### config.mk
export PLATFORM = sky130hd
export DESIGN_NAME = axichannel_logger_mc
export DESIGN_NICKNAME = d
export VERILOG_FILES = /design/src/rtl/rr_logger_pkg.sv /design/src/rtl/rr_skidbuf_stage.sv /design/src/rtl/axichannel_logger_mc.sv
export SDC_FILE = /design/constraint.sdc
export NUM_CORES = 1
export LEC_CHECK = 0
export CAP_MARGIN = 20
export CORE_MARGIN = 2
export CORE_UTILIZATION = 47
export DETAILED_ROUTE_END_ITERATION = 10
export GPL_ROUTABILITY_DRIVEN = 1
export HOLD_SLACK_MARGIN = 0.03
export MAX_ROUTING_LAYER = met4
export PLACE_DENSITY = 0.76
export SLEW_MARGIN = 15
export SYNTH_ARGS = -nofsm -noshare
export SYNTH_HDL_FRONTEND = slang
export SYNTH_SLANG_ARGS = --single-unit
### constraint.sdc
create_clock -name clk -period 1.7 [get_ports clk]
set_input_delay 0.34 -clock clk [delete_from_list [all_inputs] [get_ports clk]]
set_output_delay 0.34 -clock clk [all_outputs]
set_load 0.005 [all_outputs]
### src/rtl/rr_logger_pkg.sv
// ============================================================================
// rr_logger_pkg
// ----------------------------------------------------------------------------
// Purpose : Shared types and constants for the record/replay channel logger.
//           - skid_state_e : occupancy state of one registered skid stage
//           - STAT_WIDTH   : width of the optional statistics counters
//           - satInc       : saturating increment used by those counters
// Ports   : none (package)
// ============================================================================
package rr_logger_pkg;

   localparam int STAT_WIDTH = 32;

   // EMPTY holds no record, BUSY holds one, FULL holds two (head + skid).
   typedef enum logic [1:0] {
      EMPTY = 2'd0,
      BUSY  = 2'd1,
      FULL  = 2'd2
   } skid_state_e;

   // Counters stick at all-ones rather than wrapping back to zero.
   function automatic logic [STAT_WIDTH-1:0] satInc(input logic [STAT_WIDTH-1:0] value);
      return (&value) ? value : value + STAT_WIDTH'(1);
   endfunction

endpackage

### src/rtl/rr_skidbuf_stage.sv
// ============================================================================
// rr_skidbuf_stage
// ----------------------------------------------------------------------------
// Purpose : One fully registered valid/ready skid stage. Both in_ready_o and
//           out_valid_o come straight from the state register, so chaining
//           stages never builds a combinational ready path.
// Params  : WIDTH       - payload width
// Ports   : clk         - clock, posedge
//           rstn        - synchronous active-low reset
//           in_valid_i  - upstream record valid
//           in_ready_o  - upstream ready (state != FULL)
//           in_data_i   - upstream record
//           out_valid_o - downstream record valid (state != EMPTY)
//           out_ready_i - downstream ready
//           out_data_o  - downstream record (oldest held record)
// ============================================================================
module rr_skidbuf_stage
   import rr_logger_pkg::*;
#(
   parameter int WIDTH = 8
) (
   input  logic             clk,
   input  logic             rstn,
   input  logic             in_valid_i,
   output logic             in_ready_o,
   input  logic [WIDTH-1:0] in_data_i,
   output logic             out_valid_o,
   input  logic             out_ready_i,
   output logic [WIDTH-1:0] out_data_o
);

   skid_state_e      state_q, state_d;
   logic [WIDTH-1:0] head_q, head_d;
   logic [WIDTH-1:0] skid_q, skid_d;
   logic             push, pop;

   assign in_ready_o  = (state_q != FULL);
   assign out_valid_o = (state_q != EMPTY);
   assign out_data_o  = head_q;
   assign push        = in_valid_i && in_ready_o;
   assign pop         = out_valid_o && out_ready_i;

   // head_q always presents the oldest record; skid_q only catches the one
   // record that arrives while the head is stalled.
   always_comb begin
      state_d = state_q;
      head_d  = head_q;
      skid_d  = skid_q;
      case (state_q)
         EMPTY: begin
            if (push) begin
               state_d = BUSY;
               head_d  = in_data_i;
            end
         end
         BUSY: begin
            if (push && pop) begin
               head_d = in_data_i;
            end else if (push) begin
               state_d = FULL;
               skid_d  = in_data_i;
            end else if (pop) begin
               state_d = EMPTY;
            end
         end
         FULL: begin
            if (pop) begin
               state_d = BUSY;
               head_d  = skid_q;
            end
         end
         default: state_d = EMPTY;
      endcase
   end

   always_ff @(posedge clk) begin
      if (!rstn) begin
         state_q <= EMPTY;
         head_q  <= '0;
         skid_q  <= '0;
      end else begin
         state_q <= state_d;
         head_q  <= head_d;
         skid_q  <= skid_d;
      end
   end

endmodule

### src/rtl/axichannel_logger_mc.sv
// ============================================================================
// axichannel_logger_mc
// ----------------------------------------------------------------------------
// Purpose : Passes NUM_CH valid/ready channels straight through and logs the
//           begin (first visible cycle) and end (handshake) of every
//           transaction as one packed record {bmask, emask, masked data}
//           that travels through PIPE_DEPTH registered skid stages. Traced
//           channels are back-pressured whenever the log path is not ready.
// Params  : NUM_CH (1..16), DATA_WIDTH, PIPE_DEPTH (0 = pass-through)
// Ports   : clk, rstn (synchronous, active-low)
//           in_valid/in_ready/in_data     - upstream side, per channel
//           out_valid/out_ready/out_data  - downstream side, per channel
//           log_valid/log_ready           - log record handshake
//           log_bmask/log_emask/log_data  - log record payload
//           stat_records/stat_stall_cycles - only when the macro
//           AXICHANNEL_LOGGER_MC_STATS_EN is defined
// ============================================================================
module axichannel_logger_mc
   import rr_logger_pkg::*;
#(
   parameter int NUM_CH     = 4,
   parameter int DATA_WIDTH = 32,
   parameter int PIPE_DEPTH = 2
) (
   input  logic                         clk,
   input  logic                         rstn,
   input  logic [NUM_CH-1:0]            in_valid,
   output logic [NUM_CH-1:0]            in_ready,
   input  logic [NUM_CH*DATA_WIDTH-1:0] in_data,
   output logic [NUM_CH-1:0]            out_valid,
   input  logic [NUM_CH-1:0]            out_ready,
   output logic [NUM_CH*DATA_WIDTH-1:0] out_data,
   output logic                         log_valid,
   input  logic                         log_ready,
   output logic [NUM_CH-1:0]            log_bmask,
   output logic [NUM_CH-1:0]            log_emask,
   output logic [NUM_CH*DATA_WIDTH-1:0] log_data
`ifdef AXICHANNEL_LOGGER_MC_STATS_EN
   ,
   output logic [STAT_WIDTH-1:0]        stat_records,
   output logic [STAT_WIDTH-1:0]        stat_stall_cycles
`endif
);

   localparam int DW = NUM_CH * DATA_WIDTH;
   localparam int RW = 2 * NUM_CH + DW;

   logic [NUM_CH-1:0] begun_q, begun_d;
   logic [NUM_CH-1:0] beginEv, endEv;
   logic [NUM_CH-1:0] lrVec;
   logic              lr;
   logic [DW-1:0]     maskedData;
   logic              recValid;
   logic [RW-1:0]     recIn, recOut;

   assign lrVec     = {NUM_CH{lr}};
   assign out_data  = in_data;
   assign out_valid = in_valid & (begun_q | lrVec);
   assign in_ready  = out_ready & out_valid & lrVec;
   assign beginEv   = in_valid & ~begun_q & lrVec;
   assign endEv     = in_valid & in_ready;
   assign begun_d   = (begun_q | beginEv) & ~endEv;
   assign recValid  = |(beginEv | endEv);
   assign recIn     = {beginEv, endEv, maskedData};

   // Only lanes whose begin is logged in this record carry their payload.
   always_comb begin
      maskedData = '0;
      for (int c = 0; c < NUM_CH; c++) begin
         if (beginEv[c]) begin
            maskedData[c*DATA_WIDTH +: DATA_WIDTH] = in_data[c*DATA_WIDTH +: DATA_WIDTH];
         end
      end
   end

   always_ff @(posedge clk) begin
      if (!rstn) begin
         begun_q <= '0;
      end else begin
         begun_q <= begun_d;
      end
   end

   // lr is gated by rstn so nothing is presented or handshaken while the
   // block is held in reset. Events only fire with lr high, so every record
   // offered to the pipeline is accepted in the same cycle.
   generate
      if (PIPE_DEPTH == 0) begin : gPass
         assign lr        = log_ready & rstn;
         assign log_valid = recValid;
         assign recOut    = recIn;
      end else begin : gPipe
         logic [PIPE_DEPTH:0] stValid;
         logic [PIPE_DEPTH:0] stReady;
         logic [RW-1:0]       stData [PIPE_DEPTH+1];

         assign stValid[0]          = recValid;
         assign stData[0]           = recIn;
         assign stReady[PIPE_DEPTH] = log_ready;
         assign lr                  = stReady[0] & rstn;
         assign log_valid           = stValid[PIPE_DEPTH];
         assign recOut              = stData[PIPE_DEPTH];

         for (genvar s = 0; s < PIPE_DEPTH; s++) begin : gStage
            rr_skidbuf_stage #(
               .WIDTH (RW)
            ) uStage (
               .clk         (clk),
               .rstn        (rstn),
               .in_valid_i  (stValid[s]),
               .in_ready_o  (stReady[s]),
               .in_data_i   (stData[s]),
               .out_valid_o (stValid[s+1]),
               .out_ready_i (stReady[s+1]),
               .out_data_o  (stData[s+1])
            );
         end
      end
   endgenerate

   assign log_bmask = recOut[RW-1 -: NUM_CH];
   assign log_emask = recOut[DW +: NUM_CH];
   assign log_data  = recOut[DW-1:0];

`ifdef AXICHANNEL_LOGGER_MC_STATS_EN
   logic [STAT_WIDTH-1:0] statRecords_q;
   logic [STAT_WIDTH-1:0] statStall_q;

   // A stall cycle is any cycle where some channel is offering data but the
   // log path is refusing new events.
   always_ff @(posedge clk) begin
      if (!rstn) begin
         statRecords_q <= '0;
         statStall_q   <= '0;
      end else begin
         if (recValid) begin
            statRecords_q <= satInc(statRecords_q);
         end
         if ((|in_valid) && !lr) begin
            statStall_q <= satInc(statStall_q);
         end
      end
   end

   assign stat_records      = statRecords_q;
   assign stat_stall_cycles = statStall_q;
`else
   // Statistics counters are not built in this configuration.
`endif

endmodule

==> metrics.yaml <==
synth:
  ys_types: 35
  yosysWarnings: 0
  syn-cell-area_um2: 22500
  synth-compound-area-share_pct: 23.9
  post_synth.cell_area_avg_um2: 8.10
  syn-num-nets: 2923
  yosys.area_share.simple_pct: 17.5
  synth_top_family_by_area: "compound AO/OA/AOI/OAI gates"
  synth-edff-count: 0
  synth_fa_ha_area_share_pct: 0
  synth_xor_area_share_pct: 0.0389
  async_reset_ff_share_pct: 0
  synthFlopType: "dfxtp_1"
  yosysSeqAreaShare_pct: 49.0
  ys_ff_latch: 552
  syn_inst: 2784
  synthMuxAreaShare_pct: 0.0444
clock_tree:
  worstSkewPairLatency_ns: 0.60
  clk_path_buf_depth: 3
  cts_root_buffer: "clkbuf_16"
  cts_buffers: 56
  clkTransAtPathRegs_ns: 0.06
  cts_hold_buf: 0
  cts_tree: "built"
  clock-sinks: 552
  cts_max_level: 2
routing:
  drt-initial-drc-count: 2422
  wire_per_inst_um: 19.9
  dr_total_vias: 22497
  ant_nets: 0
  drt_wl_total_mm: 75.9
  drc_errors: 0
  via_per_inst: 5.88
  dr.pass1.iters: 6
pwr:
  seqPwrFrac_pct: 44.9
  power_w: 0.0314
  irDropWorstVdd_v: 0.000675
  clockPowerShare_pct: 39.1
  p_leak_nw: 11.8
  pwr-share-comb_pct: 16.0
  p_sw_share_pct: 25.7
  p_per_area_nw_per_um2: 1000
  p_int_w: 0.0233
  power_switching_w: 0.00807
critical_path:
  setup.worst_path.class: "reg -> out"
  regToRegEndpoint: "gPipe.gStage[0].uStage.out_data_o[109]$_SDFFE_PN0P_"
  r2r-start: "gPipe.gStage[0].uStage.state_q[0]$_SDFFE_PN0P_"
  critPathLaunchType: "flop"
  critPathCaptureType: "primary output"
  r2r_slack_ns: -0.22
  crit_arrival_ns: 1.72
  crit_fanout: 6
  worstRegToRegCells: 8
  required_ns: 1.36
global_route:
  grt_pass1_vias: 21996
  antenna_found_initial: 1
  grt_max_degree: 186
  grt_first_pass_wirelength_mm: 118
  grt_usage_pct: 30.3
  grt-ovfl-total: 0
floorplan:
  io_pins: 412
  initial_core_util_pct: 47.4
  die_y_um: 223
  row_count: 80
  core-area_um2: 47500
  die_area_um2: 49700
  die_w_um: 223
finish:
  area_growth_pct: 39.0
  drive_gt1_share_pct: 16.6
  mostFrequentLayoutCells: "675 x nand2_1, 502 x dfxtp_1, 285 x a21oi_1, 271 x clkdlybuf4s50_1, 199 x buf_4"
  postLayoutCoreUtil_pct: 65.9
  num-nets-final: 3305
  final_common_cell: "nand2_1"
  num-fill-cells: 3689
  regArea_um2: 11100
  multiInputGateArea_um2: 9800
timing:
  rsz0062_at_grt: "true"
  period_minus_slack_ns: 2.06
  fin_tns_setup_ns: -24.87
  setup_ws_ns: -0.361
  slew_viol_final: 0
  finalSetupViolations: 338
  hold_slack_ns: 0.247
  finalHoldViolCount: 0
  max_slew.worst_pin.slew_ns: 1.07
  fin_skew_ns: 0.0108
  max_slew_margin_pct: 28.4
  fmax_mhz: 485
  fin_crit_sh_pct: 121
status:
  status: "finished, violations left"
  violations: "negative setup slack"
hold_path:
  min_path_type: "in -> reg"
  whs_path_depth: 4
  worstHoldEndpoint: "begun_q[3]$_SDFF_PN0_"
  min_from: "rstn"
placement:
  post-dp-hpwl_mm: 44.4
  place_congestion: 0.850
  port-buffer-count: 411
flow_run:
  cap_viol_max_count: 0
layout make-up:
| type | instances | area share [%] |
|---|---|---|
| timing repair buffer | 723 | 24.8 |
| multi-input combinational | 1821 | 31.3 |
| clock inverter | 24 | 0.823 |
| antenna | 1 | 0.00799 |
| clock buffer | 75 | 4.93 |
| inverter | 12 | 0.168 |
| sequential | 552 | 35.5 |
| tap | 615 | 2.46 |
flip-flops by register name, summed over array words and instances (netlist names):
name and count:
gPipe.gStage.uStage.out_data_o 272, gPipe.gStage.uStage.skid_q 272, gPipe.gStage.uStage.state_q 4, begun_q 4
cells in the mapped netlist (2+ instances only):
library cell / n / area share, %
a21oi_1: 285 / 6.3
a22oi_1: 128 / 4.3
a311oi_1: 140 / 5.4
buf_1: 19 / 0.32
buf_2: 80 / 1.8
buf_4: 128 / 4.3
clkbuf_1: 171 / 2.8
dfxtp_1: 552 / 49
inv_1: 11 / 0.18
nand2_1: 676 / 11
nand2b_1: 6 / 0.17
nand3_1: 141 / 3.1
nor2_1: 145 / 2.4
nor2b_1: 5 / 0.14
nor3_1: 2 / 0.044
nor4b_2: 2 / 0.13
o21a_1: 2 / 0.067
o21ai_0: 92 / 2.0
o21ai_1: 46 / 1.0
o31ai_1: 137 / 4.6
or2_2: 2 / 0.056
metrics by stage:
stage | setup WS, ns | area [µm²] | std cells
floorplan | 0.00443 | 22600 | 2784
global placement | -0.582 | 28100 | 3666
detailed placement | -0.674 | 28100 | 3666
CTS | -0.372 | 31100 | 3819
global route | -0.405 | 31300 | 3823
finish | -0.361 | 31300 | 3823
per-layer routing:
| layer | GRT usage [%] | share of wire [%] |
|---|---|---|
| met1 | 37.7 | 40 |
| met3 | 5.07 | 9.0 |
| met4 | 10.6 | 3.5 |
| met5 | - | 0 |
| met2 | 50.0 | 48 |
cell families (layout without fill, tap and decap cells):
| kind of cell | Yosys count | after routing |
|---|---|---|
| xor gates and xnor gates | 1 | 1 |
| other | 0 | 1 |
| AOI/OAI and AO/OA | 835 | 835 |
| buffers and inverters | 411 | 834 |
| and+or+nand+nor | 984 | 984 |
| muxes | 1 | 1 |
| DFF | 552 | 552 |
timing repair:
action                     CTS  global route
pin swaps                   61            40
hold endpoints to repair     0             0
cloned                      22             2
setup buffers               32             5
resized for setup          314            34
setup endpoints to repair  625           644
worst max-delay path: stages, from the launching register on:
cell     delay (ns)
dfxtp_4        0.36
nor2b_4        0.14
nor2_4         0.05
buf_12         0.13
buf_6          0.11
o21a_1         0.19
buf_2          0.13
how the worst max path moves through the flow:
| stage | from | to | slack (ns) | cells after the start |
|---|---|---|---|---|
| 2_1_floorplan | out_ready[2] | gPipe.gStage[0].uStage.out_data_o[100]$_SDFFE_PN0P_ | 0.004 | 8 |
| 3_3_place_gp | out_ready[3] | gPipe.gStage[0].uStage.out_data_o[20]$_SDFFE_PN0P_ | -0.58 | 7 |
| 3_5_place_dp | out_ready[3] | gPipe.gStage[0].uStage.out_data_o[114]$_SDFFE_PN0P_ | -0.67 | 7 |
| 4_1_cts | gPipe.gStage[0].uStage.state_q[1]$_SDFFE_PN0P_ | out_valid[2] | -0.37 | 6 |
| 5_1_grt | gPipe.gStage[0].uStage.state_q[1]$_SDFFE_PN0P_ | out_valid[2] | -0.40 | 6 |
| 6_report | gPipe.gStage[0].uStage.state_q[0]$_SDFFE_PN0P_ | out_valid[2] | -0.36 | 6 |
power by group through the flow:
stage / registers, W / clock network, W / logic (W)
global route: 0.0142 / 0.0130 / 0.00536
global placement: 0.0143 / 0 / 0.00420
finish: 0.0141 / 0.0123 / 0.00503
detailed placement: 0.0143 / 0 / 0.00431
CTS: 0.0141 / 0.0124 / 0.00488
floorplan: 0.0142 / 0 / 0.00197
(Power assumes the default switching activity.)
